## src/rtl/rsa_modexp_unit.sv

```systemverilog
// rsa_modexp_unit: constant-time modular exponentiation C = M^E mod N.
// Uses right-to-left binary exponentiation built on one shared interleaved
// shift-add modular multiplier that consumes one multiplier bit per active edge.
module rsa_modexp_unit #(
  parameter int WIDTH = 8
) (
  input  logic             clk,
  input  logic             rst,
  input  logic             ena,
  input  logic             en_rsa,
  input  logic             clear_rsa,
  input  logic [WIDTH-1:0] plain,
  input  logic [WIDTH-1:0] exponent,
  input  logic [WIDTH-1:0] modulus,
  output logic [WIDTH-1:0] encrypted,
  output logic             eoc_rsa_unit
);

  localparam int IW = (WIDTH > 1) ? $clog2(WIDTH) : 1;
  localparam int PW = WIDTH + 2;
  localparam logic [IW-1:0] LAST = IW'(WIDTH - 1);

  typedef enum logic [2:0] {
    S_IDLE, S_LOAD, S_PRE, S_MUL_R, S_MUL_B, S_HOLD
  } state_t;

  state_t r_state, w_next;

  logic [WIDTH-1:0] r_m, r_e, r_n, r_r, r_b;
  logic [PW-1:0]    r_p;
  logic [IW-1:0]    r_cnt, r_idx;

  logic             w_active, w_last, w_abit;
  logic [WIDTH-1:0] w_a, w_bm, w_res;
  logic [PW-1:0]    w_n, w_p2, w_p2r, w_p3, w_p3r;

  // Multiplier operand selection and one shift-add reduction step
  always_comb begin
    w_active = ena & en_rsa;
    w_last   = (r_cnt == LAST);
    case (r_state)
      S_PRE:   begin w_a = r_m; w_bm = WIDTH'(1); end
      S_MUL_R: begin w_a = r_r; w_bm = r_b;       end
      default: begin w_a = r_b; w_bm = r_b;       end
    endcase
    w_abit = w_a[LAST - r_cnt];
    w_n    = {2'b00, r_n};
    w_p2   = r_p << 1;
    w_p2r  = (w_p2 >= w_n) ? (w_p2 - w_n) : w_p2;
    w_p3   = w_p2r + (w_abit ? {2'b00, w_bm} : '0);
    w_p3r  = (w_p3 >= w_n) ? (w_p3 - w_n) : w_p3;
    w_res  = w_p3r[WIDTH-1:0];
  end

  // Next-state logic; a low clear overrides every state
  always_comb begin
    w_next = r_state;
    case (r_state)
      S_IDLE:  w_next = S_LOAD;
      S_LOAD:  w_next = S_PRE;
      S_PRE:   if (w_last) w_next = S_MUL_R;
      S_MUL_R: if (w_last) w_next = S_MUL_B;
      S_MUL_B: if (w_last) w_next = (r_idx == LAST) ? S_HOLD : S_MUL_R;
      S_HOLD:  w_next = S_HOLD;
      default: w_next = S_IDLE;
    endcase
    if (!clear_rsa) w_next = S_IDLE;
  end

  // State register, advanced only on active edges
  always_ff @(posedge clk or posedge rst) begin
    if (rst)           r_state <= S_IDLE;
    else if (w_active) r_state <= w_next;
  end

  // Datapath registers: operand latch, multiplier accumulator, result
  always_ff @(posedge clk or posedge rst) begin
    if (rst) begin
      r_m <= '0; r_e <= '0; r_n <= '0; r_r <= '0; r_b <= '0;
      r_p <= '0; r_cnt <= '0; r_idx <= '0;
      encrypted <= '0; eoc_rsa_unit <= 1'b0;
    end else if (w_active) begin
      if (!clear_rsa) begin
        eoc_rsa_unit <= 1'b0;
      end else begin
        case (r_state)
          S_LOAD: begin
            r_m <= plain; r_e <= exponent; r_n <= modulus;
            r_r <= WIDTH'(1); r_b <= '0;
            r_p <= '0; r_cnt <= '0; r_idx <= '0;
          end
          S_PRE, S_MUL_R, S_MUL_B: begin
            if (w_last) begin
              r_p   <= '0;
              r_cnt <= '0;
              if (r_state == S_PRE) r_b <= w_res;
              // R*B is always computed; only the commit depends on the exponent bit
              if (r_state == S_MUL_R && r_e[r_idx]) r_r <= w_res;
              if (r_state == S_MUL_B) begin
                r_b <= w_res;
                if (r_idx == LAST) begin
                  encrypted    <= (r_n < WIDTH'(2)) ? '0 : r_r;
                  eoc_rsa_unit <= 1'b1;
                end else begin
                  r_idx <= r_idx + 1'b1;
                end
              end
            end else begin
              r_p   <= w_p3r;
              r_cnt <= r_cnt + 1'b1;
            end
          end
          default: ;
        endcase
      end
    end
  end

endmodule

```

## config.mk

```make
export PLATFORM = sky130hd
export DESIGN_NAME = rsa_modexp_unit
export DESIGN_NICKNAME = d
export VERILOG_FILES = /design/src/rtl/rsa_modexp_unit.sv
export SDC_FILE = /design/constraint.sdc
export NUM_CORES = 1
export LEC_CHECK = 0
export BUFFER_PORTS_ARGS = -buffer_cell sky130_fd_sc_hd__buf_4
export CAP_MARGIN = 20
export CORE_ASPECT_RATIO = 0.6
export CORE_MARGIN = 2
export CORE_UTILIZATION = 50
export CTS_CLUSTER_DIAMETER = 200
export DETAILED_ROUTE_END_ITERATION = 10
export GPL_TIMING_DRIVEN = 1
export PLACE_DENSITY = 0.66
export SYNTH_ARGS = -nofsm -noshare
export SYNTH_HDL_FRONTEND = slang
export SYNTH_SLANG_ARGS = --single-unit
```

## constraint.sdc

```tcl
create_clock -name clk -period 7.9 [get_ports clk]
set_clock_uncertainty 0.2 [all_clocks]
set_input_delay 1.185 -clock clk [delete_from_list [all_inputs] [get_ports clk]]
set_output_delay 1.185 -clock clk [all_outputs]
set_load 0.02 [all_outputs]
```

==> metrics.yaml <==
run_status:
  status: "completed"
layout:
  drive_above_1_share_pct: 18.7
  nets: 612
  insertedDiodeCount: 0
  final_util_pct: 59.1
  area_growth_pct: 14.9
timing:
  setup_viol: 0
  post-route-period-util_pct: 87.5
  min_period_ps: 6920
  relSlewSlack_pct: 28.0
  rsz0062_at_grt: "false"
  slew_viol_final: 0
  holdWs_ps: 286
  hold_violations: 0
  clock.fmax_ghz: 0.145
  final.setup.tns_ps: 0
  worstMarginPinSlew_ps: 1080
floorplanning:
  dieArea_um2: 10200
  initial_utilization_pct: 51.4
  io_pins: 38
  rows: 27
  die_y_um: 79.2
  coreArea_um2: 9160
  die_w_um: 129
cts:
  cts_sinks: 67
  cts_buffer_depth: 2
  cts_made_buffers: 9
  clock-root-buffer: "clkbuf_16"
  post_cts.repair.setup_buffers: 0
  insertion_delay_ps: 340
  hold_buffers: 0
  postCtsResizedCells: 0
  htree_levels: 3
  path_clk_slew_ps: 60
  cts_tree: "yes"
synth:
  ys_warn_count: 0
  synth_top_area_share_pct: 35.6
  syn_area_per_cell_um2: 9.02
  synthTopCellsByArea: "dfrtp_1, ha_1, nand2_1"
  synthFlopType: "dfrtp_1"
  synth.net_count: 582
  async_flop_share_pct: 100
  ys_types: 60
  syn_area_um2: 4710
  synth_top_area_cell: "dfrtp_1"
  syn_inst: 522
  synth_seq_cells: 67
  yosysSeqAreaShare_pct: 35.6
  synth-edff-count: 0
pwr:
  leakage_nw: 2.43
  vdd_drop_max_mv: 0.261
  cellPowerDensity_nw_per_um2: 466
route:
  drt_iter0_markers: 574
  vias: 4186
  wire_per_inst_um: 19.0
  detail-route-antenna-nets: 0
  vias_per_cell: 6.09
  dr.pass1.iters: 5
  drt-total-wl_um: 13100
  drc: 0
global_routing:
  grt_max_degree: 68
  grtUsageTotal_pct: 27.6
  grt_pass1_wl_um: 21200
  grt_overflow: 0
  grt_antenna_before_repair: 0
  grt_pass1_vias: 3823
worst_setup_path:
  required_ps: 7910
  crit_slowest_cell: "or2_1"
  startpoint_type: "flop"
  path_delay_family: "simple AND/OR/NAND/NOR gates"
  cp_slowest_stage_delay_ps: 630
  path_buf_inv: 1
  crit_top_cell: "nor2_1"
  critPathArrivalTime_ps: 6930
  critical_path.cell_chain: "nor2b_1 > mux4_2 > mux4_2 > o21ai_1 > nor2_1 > ha_1 > a21o_1 > a21oi_1 > nor2_1 > o31a_1 > o21ai_0 > nand2b_1 > xnor2_1 > inv_1 > ha_1 > nand4_1 > a21oi_1 > nor2_1 > nand2_1 > or3_1 > or2_1 > o311ai_0"
  worst-setup-path-type: "reg2reg"
  crit_fanout: 25
  worst_setup_path_end_kind: "flop"
min_path:
  hold_path.class: "reg2reg"
placement:
  hpwl_um: 10000
  numPortBuffers: 37
  place_congestion: 0.933
run:
  max_cap_viol_count: 0
-- per-layer routing --
layer	up-vias	GRT usage, %	part of all wire, %
met1	2030	44.0	51
li1	1947	-	-
met5	-	2.67	0
met3	15	9.64	11
met2	194	34.6	37
met4	0	5.00	0.78
-- cell usage after synthesis (5+ instances only) --
| cell type | count |
|---|---|
| o21a_1 | 7 |
| nand2b_1 | 7 |
| a21oi_1 | 15 |
| mux2_2 | 23 |
| inv_1 | 29 |
| nand2_1 | 77 |
| o311ai_0 | 5 |
| dfrtp_1 | 67 |
| nor2_1 | 52 |
| o211ai_1 | 18 |
| ha_1 | 28 |
| clkbuf_1 | 20 |
| xnor2_1 | 12 |
| a31oi_1 | 6 |
| mux2i_1 | 6 |
| mux4_2 | 5 |
| nor2b_1 | 7 |
| a21o_1 | 5 |
| o311ai_2 | 7 |
| o21ai_0 | 46 |
-- stage by stage --
step	setup WS (ps)	instance area, um^2	power, mW	std cells
after floorplan	1660	4710	1.67	522
after global placement	1380	5090	2.00	671
after detailed placement	1100	5090	2.02	671
after CTS	1090	5410	2.46	687
after global routing	533	5410	2.67	687
final	984	5410	2.52	687
-- sequential cells by signal (all words and copies together), names as in the netlist --
register,count
encrypted,8
eoc_rsa_unit,1
r_b,8
r_cnt,3
r_e,8
r_idx,3
r_m,8
r_n,8
r_p,9
r_r,8
r_state,3
-- report_power, final --
part	internal [mW]	total (mW)	leakage, nW	switching, mW
clock network	0.277	0.436	0.153	0.159
logic	0.536	1.55	1.39	1.01
registers	0.436	0.536	0.881	0.0995
-- logic make-up after synthesis --
| group | share of synthesized area [%] |
|---|---|
| and+or+nand+nor | 15.6 |
| buffers and inverters | 4.99 |
| muxes | 9.17 |
| xor gates and xnor gates | 3.32 |
| AOI/OAI and AO/OA | 22.6 |
| adders and majority gates | 8.71 |
| DFF | 35.6 |
-- worst paths after layout --
kind,startpoint,endpoint,slack [ps],cells past startpoint
hold reg to reg,encrypted[4],encrypted[4],290,2
max in group asynchronous,rst,r_b[4],6040,3
min in group asynchronous,rst,encrypted[2],910,3
setup / recovery,r_state[1],r_r[5],980,22
setup reg to reg,r_state[1],r_r[5],980,22
hold / removal,encrypted[4],encrypted[4],290,2
-- tightest hold or removal path, delay by kind of cell (launching register included) --
| kind | cells | cell delay [ps] |
|---|---|---|
| compound gates | 1 | 60 |
| flops | 1 | 350 |
| simple gates | 1 | 50 |
-- area by class of cell --
cell class / count / area, um^2
fillers: 793 / 3740
multi-input cells: 399 / 2800
flip-flops and latches: 67 / 1680
repair buffers: 46 / 345
clock buffers: 10 / 229
well taps: 130 / 163
inverters: 29 / 109
clock inverters: 6 / 90.1
-- placed cells by master, fill, tap and decap left out, types with 7 or more instances in the layout --
master / count
a21oi_1: 15
o211ai_1: 18
nor2_1: 51
dfrtp_1: 67
nand2_1: 77
buf_4: 46
o311ai_2: 7
xnor2_1: 12
mux2_2: 23
nand2b_1: 7
clkbuf_16: 9
ha_1: 28
nor2b_1: 7
o21ai_0: 46
o21a_1: 7
inv_1: 28
Note: power is estimated with default switching activity, not from simulation.
